### src/rtl/seed_a_row_reader_if.sv
// seed_a_row_reader_if: bus bundle for the seed_A row reader.
//   cmd side     : cmd {count, rowStart}, cmd_isReady, cmd_canReceive
//   storage cmd  : st_cmd, st_cmd_isReady, st_cmd_canReceive
//   storage data : st_in, st_in_isReady, st_in_canReceive, st_in_isLast
//   message out  : out, out_isReady, out_canReceive, out_isLast
//   slave = the reader block, master = its environment.
interface seed_a_row_reader_if #(parameter int CountBits = 16);
  logic [16+CountBits-1:0] cmd;
  logic cmd_isReady;
  logic cmd_canReceive;
  logic st_cmd;
  logic st_cmd_isReady;
  logic st_cmd_canReceive;
  logic [63:0] st_in;
  logic st_in_isReady;
  logic st_in_canReceive;
  logic st_in_isLast;
  logic [63:0] out;
  logic out_isReady;
  logic out_canReceive;
  logic out_isLast;
  modport slave (
    input cmd, cmd_isReady, st_cmd_canReceive, st_in, st_in_isReady, st_in_isLast, out_canReceive,
    output cmd_canReceive, st_cmd, st_cmd_isReady, st_in_canReceive, out, out_isReady, out_isLast
  );
  modport master (
    output cmd, cmd_isReady, st_cmd_canReceive, st_in, st_in_isReady, st_in_isLast, out_canReceive,
    input cmd_canReceive, st_cmd, st_cmd_isReady, st_in_canReceive, out, out_isReady, out_isLast
  );
endinterface

### src/rtl/seed_a_row_reader.sv
// seed_a_row_reader: re-reads seed_A once per row and emits {row, seed_A} as three LE 64-bit words.
//   clk : clock
//   rst : synchronous reset, active low
//   bus : seed_a_row_reader_if.slave (command, storage read, message output)
module seed_a_row_reader #(parameter int CountBits = 16) (
  input logic clk,
  input logic rst,
  seed_a_row_reader_if.slave bus
);
  typedef enum logic [2:0] {IDLE, REQ, W0, W1, TAIL} state_t;
  state_t state, state_n;
  logic [15:0] row, carry;
  logic [CountBits-1:0] remaining;
  logic [63:0] out_data;
  logic out_valid, out_last;
  logic can_load, cmd_x, st_cmd_x, st_in_x, tail_load;
  logic unused;
  assign unused = bus.st_in_isLast;
  // the output register may be refilled in the same cycle its word leaves
  assign can_load = ~out_valid | bus.out_canReceive;
  assign cmd_x = bus.cmd_isReady & bus.cmd_canReceive;
  assign st_cmd_x = bus.st_cmd_isReady & bus.st_cmd_canReceive;
  assign st_in_x = bus.st_in_isReady & bus.st_in_canReceive;
  assign tail_load = (state == TAIL) & can_load;
  assign bus.st_cmd = 1'b0;
  assign bus.out = out_data;
  assign bus.out_isReady = out_valid;
  assign bus.out_isLast = out_last;
  always_ff @(posedge clk)
    state <= !rst ? IDLE : state_n;
  always_comb begin
    state_n = state;
    case (state)
      IDLE: if (cmd_x && bus.cmd[16 +: CountBits] != '0) state_n = REQ;
      REQ: if (st_cmd_x) state_n = W0;
      W0: if (st_in_x) state_n = W1;
      W1: if (st_in_x) state_n = TAIL;
      TAIL: if (can_load) state_n = remaining == CountBits'(1) ? IDLE : REQ;
      default: state_n = IDLE;
    endcase
  end
  // a new command waits until the previous run's tail word has left
  always_comb begin
    bus.cmd_canReceive = (state == IDLE) && !out_valid;
    bus.st_cmd_isReady = state == REQ;
    bus.st_in_canReceive = ((state == W0) || (state == W1)) && can_load;
  end
  always_ff @(posedge clk) begin
    if (!rst) begin
      row <= '0;
      carry <= '0;
      remaining <= '0;
      out_data <= '0;
      out_valid <= 1'b0;
      out_last <= 1'b0;
    end else begin
      if (out_valid && bus.out_canReceive) begin
        out_valid <= 1'b0;
        out_last <= 1'b0;
      end
      if (cmd_x) begin
        row <= bus.cmd[15:0];
        remaining <= bus.cmd[16 +: CountBits];
      end
      // top 16 bits of each seed word spill into the next message word
      if (st_in_x) begin
        out_data <= {bus.st_in[47:0], state == W0 ? row : carry};
        out_valid <= 1'b1;
        out_last <= 1'b0;
        carry <= bus.st_in[63:48];
      end
      if (tail_load) begin
        out_data <= {48'b0, carry};
        out_valid <= 1'b1;
        out_last <= 1'b1;
        remaining <= remaining - CountBits'(1);
        row <= row + 16'd1;
      end
    end
  end
endmodule
### src/flat_wrapper.sv
// flat-port wrapper written by rule: the top's interface ports become plain ports
module seed_a_row_reader_flat 
#(parameter int CountBits = 16)
  (clk, rst, bus_cmd, bus_cmd_isReady, bus_st_cmd_canReceive, bus_st_in, bus_st_in_isReady, bus_st_in_isLast, bus_out_canReceive, bus_cmd_canReceive, bus_st_cmd, bus_st_cmd_isReady, bus_st_in_canReceive, bus_out, bus_out_isReady, bus_out_isLast);
  seed_a_row_reader_if #(.CountBits(CountBits)) bus_i ();
  input logic clk;
  input logic rst;
  input wire logic [$bits(bus_i.cmd)-1:0] bus_cmd;
  input wire logic [$bits(bus_i.cmd_isReady)-1:0] bus_cmd_isReady;
  input wire logic [$bits(bus_i.st_cmd_canReceive)-1:0] bus_st_cmd_canReceive;
  input wire logic [$bits(bus_i.st_in)-1:0] bus_st_in;
  input wire logic [$bits(bus_i.st_in_isReady)-1:0] bus_st_in_isReady;
  input wire logic [$bits(bus_i.st_in_isLast)-1:0] bus_st_in_isLast;
  input wire logic [$bits(bus_i.out_canReceive)-1:0] bus_out_canReceive;
  output wire logic [$bits(bus_i.cmd_canReceive)-1:0] bus_cmd_canReceive;
  output wire logic [$bits(bus_i.st_cmd)-1:0] bus_st_cmd;
  output wire logic [$bits(bus_i.st_cmd_isReady)-1:0] bus_st_cmd_isReady;
  output wire logic [$bits(bus_i.st_in_canReceive)-1:0] bus_st_in_canReceive;
  output wire logic [$bits(bus_i.out)-1:0] bus_out;
  output wire logic [$bits(bus_i.out_isReady)-1:0] bus_out_isReady;
  output wire logic [$bits(bus_i.out_isLast)-1:0] bus_out_isLast;
  assign bus_i.cmd = bus_cmd;
  assign bus_i.cmd_isReady = bus_cmd_isReady;
  assign bus_i.st_cmd_canReceive = bus_st_cmd_canReceive;
  assign bus_i.st_in = bus_st_in;
  assign bus_i.st_in_isReady = bus_st_in_isReady;
  assign bus_i.st_in_isLast = bus_st_in_isLast;
  assign bus_i.out_canReceive = bus_out_canReceive;
  assign bus_cmd_canReceive = bus_i.cmd_canReceive;
  assign bus_st_cmd = bus_i.st_cmd;
  assign bus_st_cmd_isReady = bus_i.st_cmd_isReady;
  assign bus_st_in_canReceive = bus_i.st_in_canReceive;
  assign bus_out = bus_i.out;
  assign bus_out_isReady = bus_i.out_isReady;
  assign bus_out_isLast = bus_i.out_isLast;
  seed_a_row_reader #(.CountBits(CountBits)) u_core (.clk(clk), .rst(rst), .bus(bus_i));
endmodule
### config.mk
export PLATFORM = sky130hd
export DESIGN_NAME = seed_a_row_reader_flat
export DESIGN_NICKNAME = d
export VERILOG_FILES = /design/src/rtl/seed_a_row_reader_if.sv /design/src/rtl/seed_a_row_reader.sv /design/src/flat_wrapper.sv
export SDC_FILE = /design/constraint.sdc
export NUM_CORES = 1
export LEC_CHECK = 0
export ABC_CLOCK_PERIOD_IN_PS = 5700
export CAP_MARGIN = 20
export CORE_MARGIN = 8
export CORE_UTILIZATION = 45
export CTS_CLUSTER_DIAMETER = 100
export DETAILED_ROUTE_END_ITERATION = 12
export GPL_ROUTABILITY_DRIVEN = 0
export PLACE_DENSITY = 0.84
export SYNTH_ARGS = -nofsm -noshare
export SYNTH_HDL_FRONTEND = slang
export SYNTH_SLANG_ARGS = --single-unit
### constraint.sdc
create_clock -name clk -period 5.7 [get_ports clk]
set_input_delay 1.14 -clock clk [delete_from_list [all_inputs] [get_ports clk]]
set_output_delay 1.14 -clock clk [all_outputs]
set_load 0.02 [all_outputs]
Word-level counts from Yosys, hierarchy flattened:

Cells that the tools add are included.
Widths: inputs -> output; s select.

* memories kept: 0
* output and inout port bits: 70
* bits in latches: 0
* bits in registers: 117
* ROM bits: 0
* bits in writable memories: 0
* input port bits: 103
* word-level logic and storage cells: 59

* equal/unequal tests: 10
* divide/modulo/power cells: 0
* multipliers: 0
* reductions and logical operators: 13
* multiplexer cells: 19
* add/sub/neg operators: 2
* bitwise gates (word level): 7
* shifts and indexed selects: 0
* order comparisons: 0

Operator list (count)
* $mux 16: 7
* $add 16x1->16 const B: 1
* $eq 16x1->1 const B: 1
* $reduce_bool 16->1: 1
* $sub 16x1->16 const B: 1
* $mux 3: 5
* $pmux 3 s5: 1
* $ne 2x1->1 const B: 4
* $eq 3x2->1 const B: 2
* $mux 1: 6
* $reduce_and 5->1: 1
* $and 1x1->1: 4
* $logic_and 1x1->1: 4
* $reduce_bool 2->1: 2
* $eq 3x1->1 const B: 1
* $eq 3x3->1 const B: 1
* $logic_not 3->1: 1
* $reduce_bool 3->1: 1
* $ne 2x2->1 const B: 1
* $not 1->1: 2
* $reduce_or 2->1: 1
* $logic_not 1->1: 1
* $logic_or 1x1->1: 1
* $or 1x1->1: 1

Longest topological paths before layout:

* depth in word-level cells: 6
* depth in mapped cells: 8
* mapped depth without buffers: 7

Least setup slack after synthesis:

Ideal clock, no wire load.

* kind: input -> output
* from: input port bus_out_canReceive
* to: output port bus_st_in_canReceive
* stages on the path: 2
* path buffers: 0
* path slack: 3.027 ns
* data arrival time: 1.533 ns
* data required time: 4.560 ns
* cells stage by stage: nor2b_1 nor2_1

* cells in the longest elaborated chain, start to end: 2

RTL lines
* start, declared: RTL line flat_wrapper.sv:14 `input wire logic [$bits(bus_i.out_canReceive)-1:0] bus_out_canReceive;`
* $or 1x1->1: RTL line seed_a_row_reader.sv:20 `assign can_load = ~out_valid | bus.out_canReceive;`
* $logic_and 1x1->1: RTL line seed_a_row_reader.sv:46 `bus.st_in_canReceive = ((state == W0) || (state == W1)) && can_load;`
* end, declared: RTL line flat_wrapper.sv:18 `output wire logic [$bits(bus_i.st_in_canReceive)-1:0] bus_st_in_canReceive;`

No other way between the ends.

Worst setup path in the final report:

Same ends and word-level chain as after synthesis.

==> metrics.txt <==
outcome complete, no violations; #FFs+latches synth 117; register area share after synthesis 47.6%; row count 38; hold_ws 0.454 ns; crit end category output pin; reg-to-reg critical path endpoint u_core.bus.out[6]; mux contribution to synthesized area 3.48%; fillers 919; total congestion overflow 0; data required time at the worst endpoint 4.56 ns; Mean Syn Cell Area 8.02 µm²; max_cap viols 0; fmax 0.270 GHz; Setup Skew 0.0112 ns; core region area 10700 µm²; Post-CTS Hold Fix Bufs 0; post-synthesis compound-gate area fraction 19.6%; Non-Filler Instances 913; Antenna diodes 0; CTS H-tree lvls 4; worst reg2reg path depth 5; syn nets 720; Min-Delay Endpoint u_core.bus.out[21]; final wirelength 16.3 mm; Starting Density 45.8%; largest family of logic cells by synthesized area simple AND/OR/NAND/NOR gates; number of cells upsized or downsized after cts 0; drt wl/cell 17.8 µm; critical path arrival 2.57 ns; Final Max Slew Viols 0; routed vias 5004; reg2reg setup slack 2.81 ns; worst min-delay path category reg2reg; dpl hpwl 11.5 mm; Via density 5.48; crit start category primary input; crit-path max FO 6; Post-Syn Area 4920 µm²; clk sinks 117; hold_sp u_core.bus.out[21]; Post-DRT Antenna Nets 0; worst reg2reg startpoint u_core.state[2]; DRC viols 0; Pwr Density 359 nW/µm²; number of post-CTS setup repair buffers 0; Least-Margin Pin Slew 1.08 ns; post-synthesis xor/xnor area fraction 0.356%; input/output buffers 170; largest net degree at the start of global routing 67; Pre-antenna DRT Iters 5; ys async rst share 0%; synth-to-layout area growth 45.8%; LEAKAGE 0.00244 µW; die area 14500 µm²; Fin. Hold Viols 0; synth warn 0; Worst-path clk slew 0.06 ns; Final setup viols 0; CTS tree built; Post-Synth Simple-Gate Area 24.1%; Die W 121 µm; WS Path Type in2out; Root Buffer clkbuf_8; Worst VDD drop 0.239 mV; area share of fa/ha/maj cells after synthesis 0.763%; clock tree buffer depth 2; synth unique cells 52; antenna violations before repair 0; worst-skew pair later-pin latency 0.53 ns; setup TNS 0 ns; Syn Inst Count 614; Post-synth EDFFs 0; nets 868; RSZ-0062 raised after global routing no; First DRT Iteration DRCs 480; share of layout cells above drive strength 1 5.82%; number of global-route vias before repair 5141; Tmin final 3.71 ns; first-pass GRT wire length 25.8 mm; cell count after placement 883; Num CTS Buffers 17; Chip Height 121 µm; slew margin rel. 27.7%; Total GRT Usage 22.3%; period utilization 65.0%; Top Ports 173; main flop type after synthesis dfxtp_1; Hold Path Depth 2
worst max-delay path, cell delays in order:
cell and delay [ns]:
clkdlybuf4s50_1 0.44, nor2b_1 0.32, nor2_1 0.12, clkdlybuf4s50_1 0.55
metal layers:
layer  vias to the layer above  global-route usage (%)  part of all wire, %
met3                        33                    13.8                   14
met4                         0                    9.52                  2.3
met1                      2290                    22.4                   35
li1                       2449                       -                    -
met2                       232                    36.5                   49
met5                         -                       0                    0
placed cells by master, fill, tap and decap left out, types with 4 or more instances in the layout:
cell type	instances
clkinv_2	8
or3_1	4
o211ai_1	4
buf_4	4
a2bb2oi_1	4
clkbuf_16	16
nand3_1	17
nor3_1	10
o311ai_0	4
mux2i_1	16
a21oi_1	91
nor2_1	38
a22oi_1	5
clkdlybuf4s50_1	170
nand4_1	7
a31oi_1	6
dfxtp_1	117
nand2_1	153
and3_1	5
a211oi_1	19
inv_1	4
o21ai_0	11
nor4_1	7
synth_stat cells, drive strengths merged (4+ instances only):
library cell	instances	share of area (%)
o211ai	4	0.61
a21oi	91	9.3
buf	11	1.1
nor4	8	1.3
nand2	153	12
nor3	10	1.0
nand4	7	0.89
a31oi	6	0.76
or3	5	0.66
dfxtp	117	48
a2bb2oi	4	0.71
inv	5	0.38
clkbuf	34	2.6
o311ai	4	0.71
o21ai	11	1.1
a22oi	5	0.76
nand3	17	1.7
and3	5	0.64
nor2	40	3.1
a211oi	19	2.9
mux2i	16	3.3
through the flow:
step	instance area, µm²	util (%)	setup slack (ns)	power (µW)
after floorplan	4920	-	3.03	1380
after global placement	6660	61.9	1.90	1610
after detailed placement	6660	61.9	1.73	1640
after CTS	7180	66.8	1.97	2590
after global routing	7180	66.8	1.86	2690
final	7180	66.8	1.99	2580
cell families (layout without fill, tap and decap cells):
kind of cell	after synthesis	after routing
DFF	117	117
xor gates and xnor gates	2	2
buffers and inverters	50	209
and+or+nand+nor	264	264
adders and majority gates	3	3
AOI/OAI and AO/OA	160	160
muxes	17	17
other	1	1
state kept, by name (all words and copies together) (netlist names):
register,flops
u_core.bus.out,64
u_core.carry,16
u_core.remaining,16
u_core.row,16
u_core.state,3
u_core.bus.out_isLast,1
u_core.bus.out_isReady,1
cell type report:
type,count,area (µm²),area share [%]
clock inverters,11,87.6,1.22
repair buffers,174,1730,24.1
well taps,140,175,2.44
multi-input cells,447,2390,33.3
clock buffers,19,432,6.02
inverters,5,18.8,0.262
flip-flops and latches,117,2340,32.6
worst max path at each step:
| stage | from | end | slack [ns] |
|---|---|---|---|
| after global placement | bus_out_canReceive | u_core.bus.out[9] | 1.90 |
| final | bus_out_canReceive | bus_st_in_canReceive | 1.99 |
| after detailed placement | bus_out_canReceive | u_core.bus.out[6] | 1.73 |
| after floorplan | bus_out_canReceive | bus_st_in_canReceive | 3.03 |
| after CTS | bus_out_canReceive | bus_st_in_canReceive | 1.97 |
| after global routing | bus_out_canReceive | bus_st_in_canReceive | 1.86 |
report_power, final:
part / switching (µW) / leakage, µW / internal (µW)
registers: 94.0 / 0.000951 / 913
logic: 344 / 0.00122 / 281
clock network: 370 / 0.000266 / 577
(Power assumes the default switching activity.)
